==> src/rtl/seq_divider_4bit_if.sv <==
`default_nettype none
// +----------------------------------------------------------------------+
// | seq_divider_4bit_if : start/busy/done handshake bundle for the       |
// |                       sequential divider                             |
// | Rev 1.0                                                              |
// +----------------------------------------------------------------------+
interface seq_divider_4bit_if #(
  parameter int WIDTH = 4
);
  logic             start;
  logic [WIDTH-1:0] Dividend;
  logic [WIDTH-1:0] Divisor;
  logic             busy;
  logic             done;
  logic [WIDTH-1:0] Quotient;
  logic [WIDTH-1:0] Remainder;
  logic             div_by_zero;

  modport master (
    output start, Dividend, Divisor,
    input  busy, done, Quotient, Remainder, div_by_zero
  );

  modport slave (
    input  start, Dividend, Divisor,
    output busy, done, Quotient, Remainder, div_by_zero
  );
endinterface
`default_nettype wire

==> src/rtl/seq_divider_4bit.sv <==
`default_nettype none
// +----------------------------------------------------------------------+
// | seq_divider_4bit : restoring shift-and-subtract divider, one step    |
// |                    per clock. Option macro: DIV_ZERO_FAST_EN         |
// | Rev 1.0                                                              |
// +----------------------------------------------------------------------+
module seq_divider_4bit #(
  parameter int WIDTH = 4
) (
  input  wire logic          clk,
  input  wire logic          reset,
  seq_divider_4bit_if.slave  bus
);
  localparam int CNT_W = $clog2(WIDTH + 1);

  typedef enum logic [1:0] {
    S_IDLE = 2'd0,
    S_RUN  = 2'd1,
    S_DONE = 2'd2
  } state_t;

  state_t           r_state;
  logic [WIDTH-1:0] r_dvd;    // dividend shifts out MSB-first, quotient shifts in at LSB
  logic [WIDTH-1:0] r_dvs;
  logic [WIDTH-1:0] r_rem;
  logic [CNT_W-1:0] r_cnt;
  logic             r_busy;
  logic             r_done;
  logic             r_dz;
  logic [WIDTH-1:0] r_quo;
  logic [WIDTH-1:0] r_rmd;

  logic [WIDTH:0]   w_rem_sh;
  logic [WIDTH:0]   w_trial;
  logic             w_qbit;
  logic             w_dvs_zero;

  // Stored remainder is always below the divisor, so WIDTH bits suffice;
  // the shifted and trial values need the extra bit.
  assign w_rem_sh   = {r_rem, r_dvd[WIDTH-1]};
  assign w_trial    = w_rem_sh + ~{1'b0, r_dvs} + {{WIDTH{1'b0}}, 1'b1};
  assign w_qbit     = ~w_trial[WIDTH];
  assign w_dvs_zero = (r_dvs == '0);

  always_ff @(posedge clk) begin
    if (reset) begin
      r_state <= S_IDLE;
      r_dvd   <= '0;
      r_dvs   <= '0;
      r_rem   <= '0;
      r_cnt   <= '0;
      r_busy  <= 1'b0;
      r_done  <= 1'b0;
      r_dz    <= 1'b0;
      r_quo   <= '0;
      r_rmd   <= '0;
    end else begin
      r_done <= 1'b0;
      case (r_state)
        S_IDLE, S_DONE: begin
          if (bus.start) begin
            r_dvd   <= bus.Dividend;
            r_dvs   <= bus.Divisor;
            r_rem   <= '0;
            r_cnt   <= '0;
            r_busy  <= 1'b1;
            r_state <= S_RUN;
          end else begin
            r_state <= S_IDLE;
          end
        end
        S_RUN: begin
`ifdef DIV_ZERO_FAST_EN
          if (w_dvs_zero) begin
            r_quo   <= '1;
            r_rmd   <= r_dvd;
            r_dz    <= 1'b1;
            r_done  <= 1'b1;
            r_busy  <= 1'b0;
            r_state <= S_DONE;
          end else
`endif
          if (r_cnt == CNT_W'(WIDTH)) begin
            r_quo   <= r_dvd;
            r_rmd   <= r_rem;
            r_dz    <= w_dvs_zero;
            r_done  <= 1'b1;
            r_busy  <= 1'b0;
            r_state <= S_DONE;
          end else begin
            r_rem <= w_qbit ? w_trial[WIDTH-1:0] : w_rem_sh[WIDTH-1:0];
            r_dvd <= {r_dvd[WIDTH-2:0], w_qbit};
            r_cnt <= r_cnt + CNT_W'(1);
          end
        end
        default: r_state <= S_IDLE;
      endcase
    end
  end

  assign bus.busy        = r_busy;
  assign bus.done        = r_done;
  assign bus.Quotient    = r_quo;
  assign bus.Remainder   = r_rmd;
  assign bus.div_by_zero = r_dz;
endmodule
`default_nettype wire
==> src/flat_wrapper.sv <==
// flat-port wrapper written by rule: the top's interface ports become plain ports
module seq_divider_4bit_flat 
#(
  parameter int WIDTH = 4
)
  (clk, reset, bus_start, bus_Dividend, bus_Divisor, bus_busy, bus_done, bus_Quotient, bus_Remainder, bus_div_by_zero);
  seq_divider_4bit_if #(.WIDTH(WIDTH)) bus_i ();
  input  wire logic clk;
  input  wire logic reset;
  input wire logic [$bits(bus_i.start)-1:0] bus_start;
  input wire logic [$bits(bus_i.Dividend)-1:0] bus_Dividend;
  input wire logic [$bits(bus_i.Divisor)-1:0] bus_Divisor;
  output wire logic [$bits(bus_i.busy)-1:0] bus_busy;
  output wire logic [$bits(bus_i.done)-1:0] bus_done;
  output wire logic [$bits(bus_i.Quotient)-1:0] bus_Quotient;
  output wire logic [$bits(bus_i.Remainder)-1:0] bus_Remainder;
  output wire logic [$bits(bus_i.div_by_zero)-1:0] bus_div_by_zero;
  assign bus_i.start = bus_start;
  assign bus_i.Dividend = bus_Dividend;
  assign bus_i.Divisor = bus_Divisor;
  assign bus_busy = bus_i.busy;
  assign bus_done = bus_i.done;
  assign bus_Quotient = bus_i.Quotient;
  assign bus_Remainder = bus_i.Remainder;
  assign bus_div_by_zero = bus_i.div_by_zero;
  seq_divider_4bit #(.WIDTH(WIDTH)) u_core (.clk(clk), .reset(reset), .bus(bus_i));
endmodule
==> config.mk <==
export PLATFORM = sky130hd
export DESIGN_NAME = seq_divider_4bit_flat
export DESIGN_NICKNAME = d
export VERILOG_FILES = /design/src/rtl/seq_divider_4bit_if.sv /design/src/rtl/seq_divider_4bit.sv /design/src/flat_wrapper.sv
export SDC_FILE = /design/constraint.sdc
export NUM_CORES = 1
export LEC_CHECK = 0
export CELL_PAD_IN_SITES_DETAIL_PLACEMENT = 0
export CELL_PAD_IN_SITES_GLOBAL_PLACEMENT = 1
export CORE_ASPECT_RATIO = 0.9
export CORE_UTILIZATION = 43
export CTS_BUF_LIST = sky130_fd_sc_hd__clkbuf_4
export CTS_CLUSTER_DIAMETER = 100
export DETAILED_ROUTE_END_ITERATION = 8
export PLACE_DENSITY_LB_ADDON = 0.1
export SYNTH_ARGS = -nofsm -noshare
export SYNTH_HDL_FRONTEND = slang
export SYNTH_SLANG_ARGS = --single-unit
export TNS_END_PERCENT = 50
==> constraint.sdc <==
create_clock -name clk -period 3.9 [get_ports clk]
set_clock_uncertainty 0.05 [all_clocks]
set_input_delay 0.585 -clock clk [delete_from_list [all_inputs] [get_ports clk]]
set_output_delay 0.585 -clock clk [all_outputs]
set_load 0.02 [all_outputs]
==> results.md <==
* Clk_lat worst skew at 0.33 ns
* First-pass GRT wire length at 4620 um
* Syn-to-layout area delta at 17.9%
* Fin crit share at 55.0%
* R2r worst-path depth at 8
* GRT Total Usage at 19.2%
* Gate Count Post-Synth at 166
* Core box area at 2860 um2
* Final Slew Violations at 0
* Post-synthesis sequential area ratio at 41.6%
* Clock sink count at 28
* Synthesized area at 1350 um2
* Synth unique cells at 40
* Port bufs at 21
* Final setup margin at 1.75 ns
* Most common cell in the netlist: nand2_1
* Vias per std cell at 5.37
* CTS Hold Bufs at 0
* Clock tree from TritonCTS: yes
* CTS root buf: clkbuf_4
* Syn Nets at 184
* RR Startpoint: u_core.r_dvd[3]
* Vias in the first global route at 1006
* Post-DRT Antenna Nets at 0
* GP Congestion at 0.783
* Die Ht at 55.1 um
* Warnings, synthesis at 0
* Vias at 1193
* Highest Signal Layer: met4
* Metal2 WL at 1400 um
* Initial Util at 47.1%
* CTS Buf Count at 3
* Nets at 202
* Synth Register Bits at 28
* RSZ-0062 raised after global routing: no
* Yosys top cell area share at 41.6%
* Die W at 61.0 um
* DRT iter0 DRCs at 37
* Synth Area per Inst at 8.11 um2
* Post-layout util at 55.5%
* Worst Hold Depth at 2
* Worst-margin pin slew at 1.01 ns
* Die Area at 3360 um2
* DRT Pass-1 Iters at 4
* WL/cell at 13.0 um
* Max Fanout on Critical Path at 8
* Crit path kind: in -> reg
* H-tree Lvls at 1
* Worst hold slack at 0.415 ns
* Slew HR at 32.7%
* Top cells by count, synth: nand2_1, dfxtp_1, a21oi_1
* EDFF count, synth at 0
* Initial antenna violation count at 0
* Finished Layout Cells at 222
* Final setup fails at 0
* Final Hold Fails at 0
* Clock transition at path regs at 0.15 ns
* PD cells at 352 nW/um2
* Met1 Wirelength at 1340 um
* # IOs at 22
* CTS max path bufs at 2
* Setup bufs post-CTS at 0
* Max VDD drop at 0.240 mV
* Synth area leaders: dfxtp_1, nand2_1, a21oi_1
* Placement Rows at 18
* Dpl cells at 219
* DRC viols at 0
* Outcome: finished, final reports clean
* Met3 routed WL at 135 um
* Min Tclk post-route at 2.15 ns
* CP startpoint: bus_start
* Sum Neg Setup Slack at 0 ns
* FFs w/ async S/R, synth at 0%
* Endpoint type of the worst setup path: flop
* Top_reg_cell synth: dfxtp_1
* Total congestion overflow at 0
* Peak Freq at 466 MHz
* Hold Crit Class: reg -> reg
* Hold_sp: u_core.bus.Remainder[0]
* Pin count of the biggest net entering global routing at 29
* Cts repair resizes at 0
* CP Data Required Time at 4.09 ns
* Leading area contributor after synthesis: dfxtp_1
* Antenna diode count at 0
* Startpoint Class: input port
* Routed wire length at 2890 um
* Cell leakage power at 0.555 nW
* MaxCap Viol Count at 0
* Layout cells sized above 1 at 4.95%
* Post-DP HPWL at 2190 um
* Critical path data arrival time at 2.34 ns
* Worst slack, placed at 1.40 ns
## area by class of cell
class / instances / area (um2)
fill: 289 / 1270
multi-input combinational: 122 / 714
sequential: 28 / 561
timing repair buffer: 21 / 210
tap: 40 / 50.0
inverter: 8 / 30.0
clock buffer: 3 / 22.5
## metrics by stage
stage | instance area (um2) | power (mW)
after global routing | 1590 | 0.594
after floorplan | 1350 | 0.413
after detailed placement | 1570 | 0.445
after CTS | 1590 | 0.563
after global placement | 1570 | 0.443
final | 1590 | 0.559
## cells in the final DEF, fill, tap and decap left out, types with 3 or more instances in the layout
master / synthesis / layout
clkdlybuf4s50_1: 0 / 21
nand3_1: 5 / 5
clkbuf_4: 0 / 3
nor2_1: 10 / 10
a311oi_1: 3 / 3
nand2b_1: 3 / 3
nand2_1: 40 / 40
a21oi_1: 22 / 22
ha_1: 6 / 6
nor3_1: 3 / 3
inv_1: 8 / 8
dfxtp_1: 28 / 28
## kinds of logic after synthesis
| kind of cell | Yosys count | synth area share [%] |
|---|---|---|
| AND/OR/NAND/NOR | 72 | 23.9 |
| adder cells (fa/ha/maj) | 7 | 7.06 |
| flip-flops | 28 | 41.6 |
| AO/OA/AOI/OAI | 42 | 21.5 |
| buffers and inverters | 16 | 5.30 |
| XOR/XNOR | 1 | 0.651 |
## per-layer routing
metal  track usage (%)  vias to the layer above
met5                 0                        -
met4              2.27                        0
met3              4.88                        2
met2              32.8                       36
met1              25.1                      553
li1                  -                      602
## where the power goes
part / internal [mW] / total (mW) / switching (mW)
Clock: 0.0363 / 0.119 / 0.0825
Sequential: 0.301 / 0.316 / 0.0150
Combinational: 0.0535 / 0.125 / 0.0711
## sequential cells by signal (all words and copies together), names as in the netlist
register and count:
u_core.r_state 2, u_core.bus.busy 1, u_core.r_dvd 4, u_core.r_rem 4
u_core.bus.done 1, u_core.bus.Remainder 4, u_core.bus.Quotient 4, u_core.r_cnt 3
u_core.bus.div_by_zero 1, u_core.r_dvs 4
## worst paths after layout
kind	slack, ns	end
setup / recovery	1.75	u_core.r_cnt[2]
hold / removal	0.41	u_core.bus.Remainder[0]
setup reg to reg	1.83	u_core.r_rem[0]
hold reg to reg	0.41	u_core.bus.Remainder[0]
## worst max-delay path: stages
cell and delay [ns]:
clkdlybuf4s50_1 0.47, nor2b_1 0.62, a21oi_4 0.08, or3_1 0.36, a211oi_2 0.23
Power figures use the tool's default switching activity.
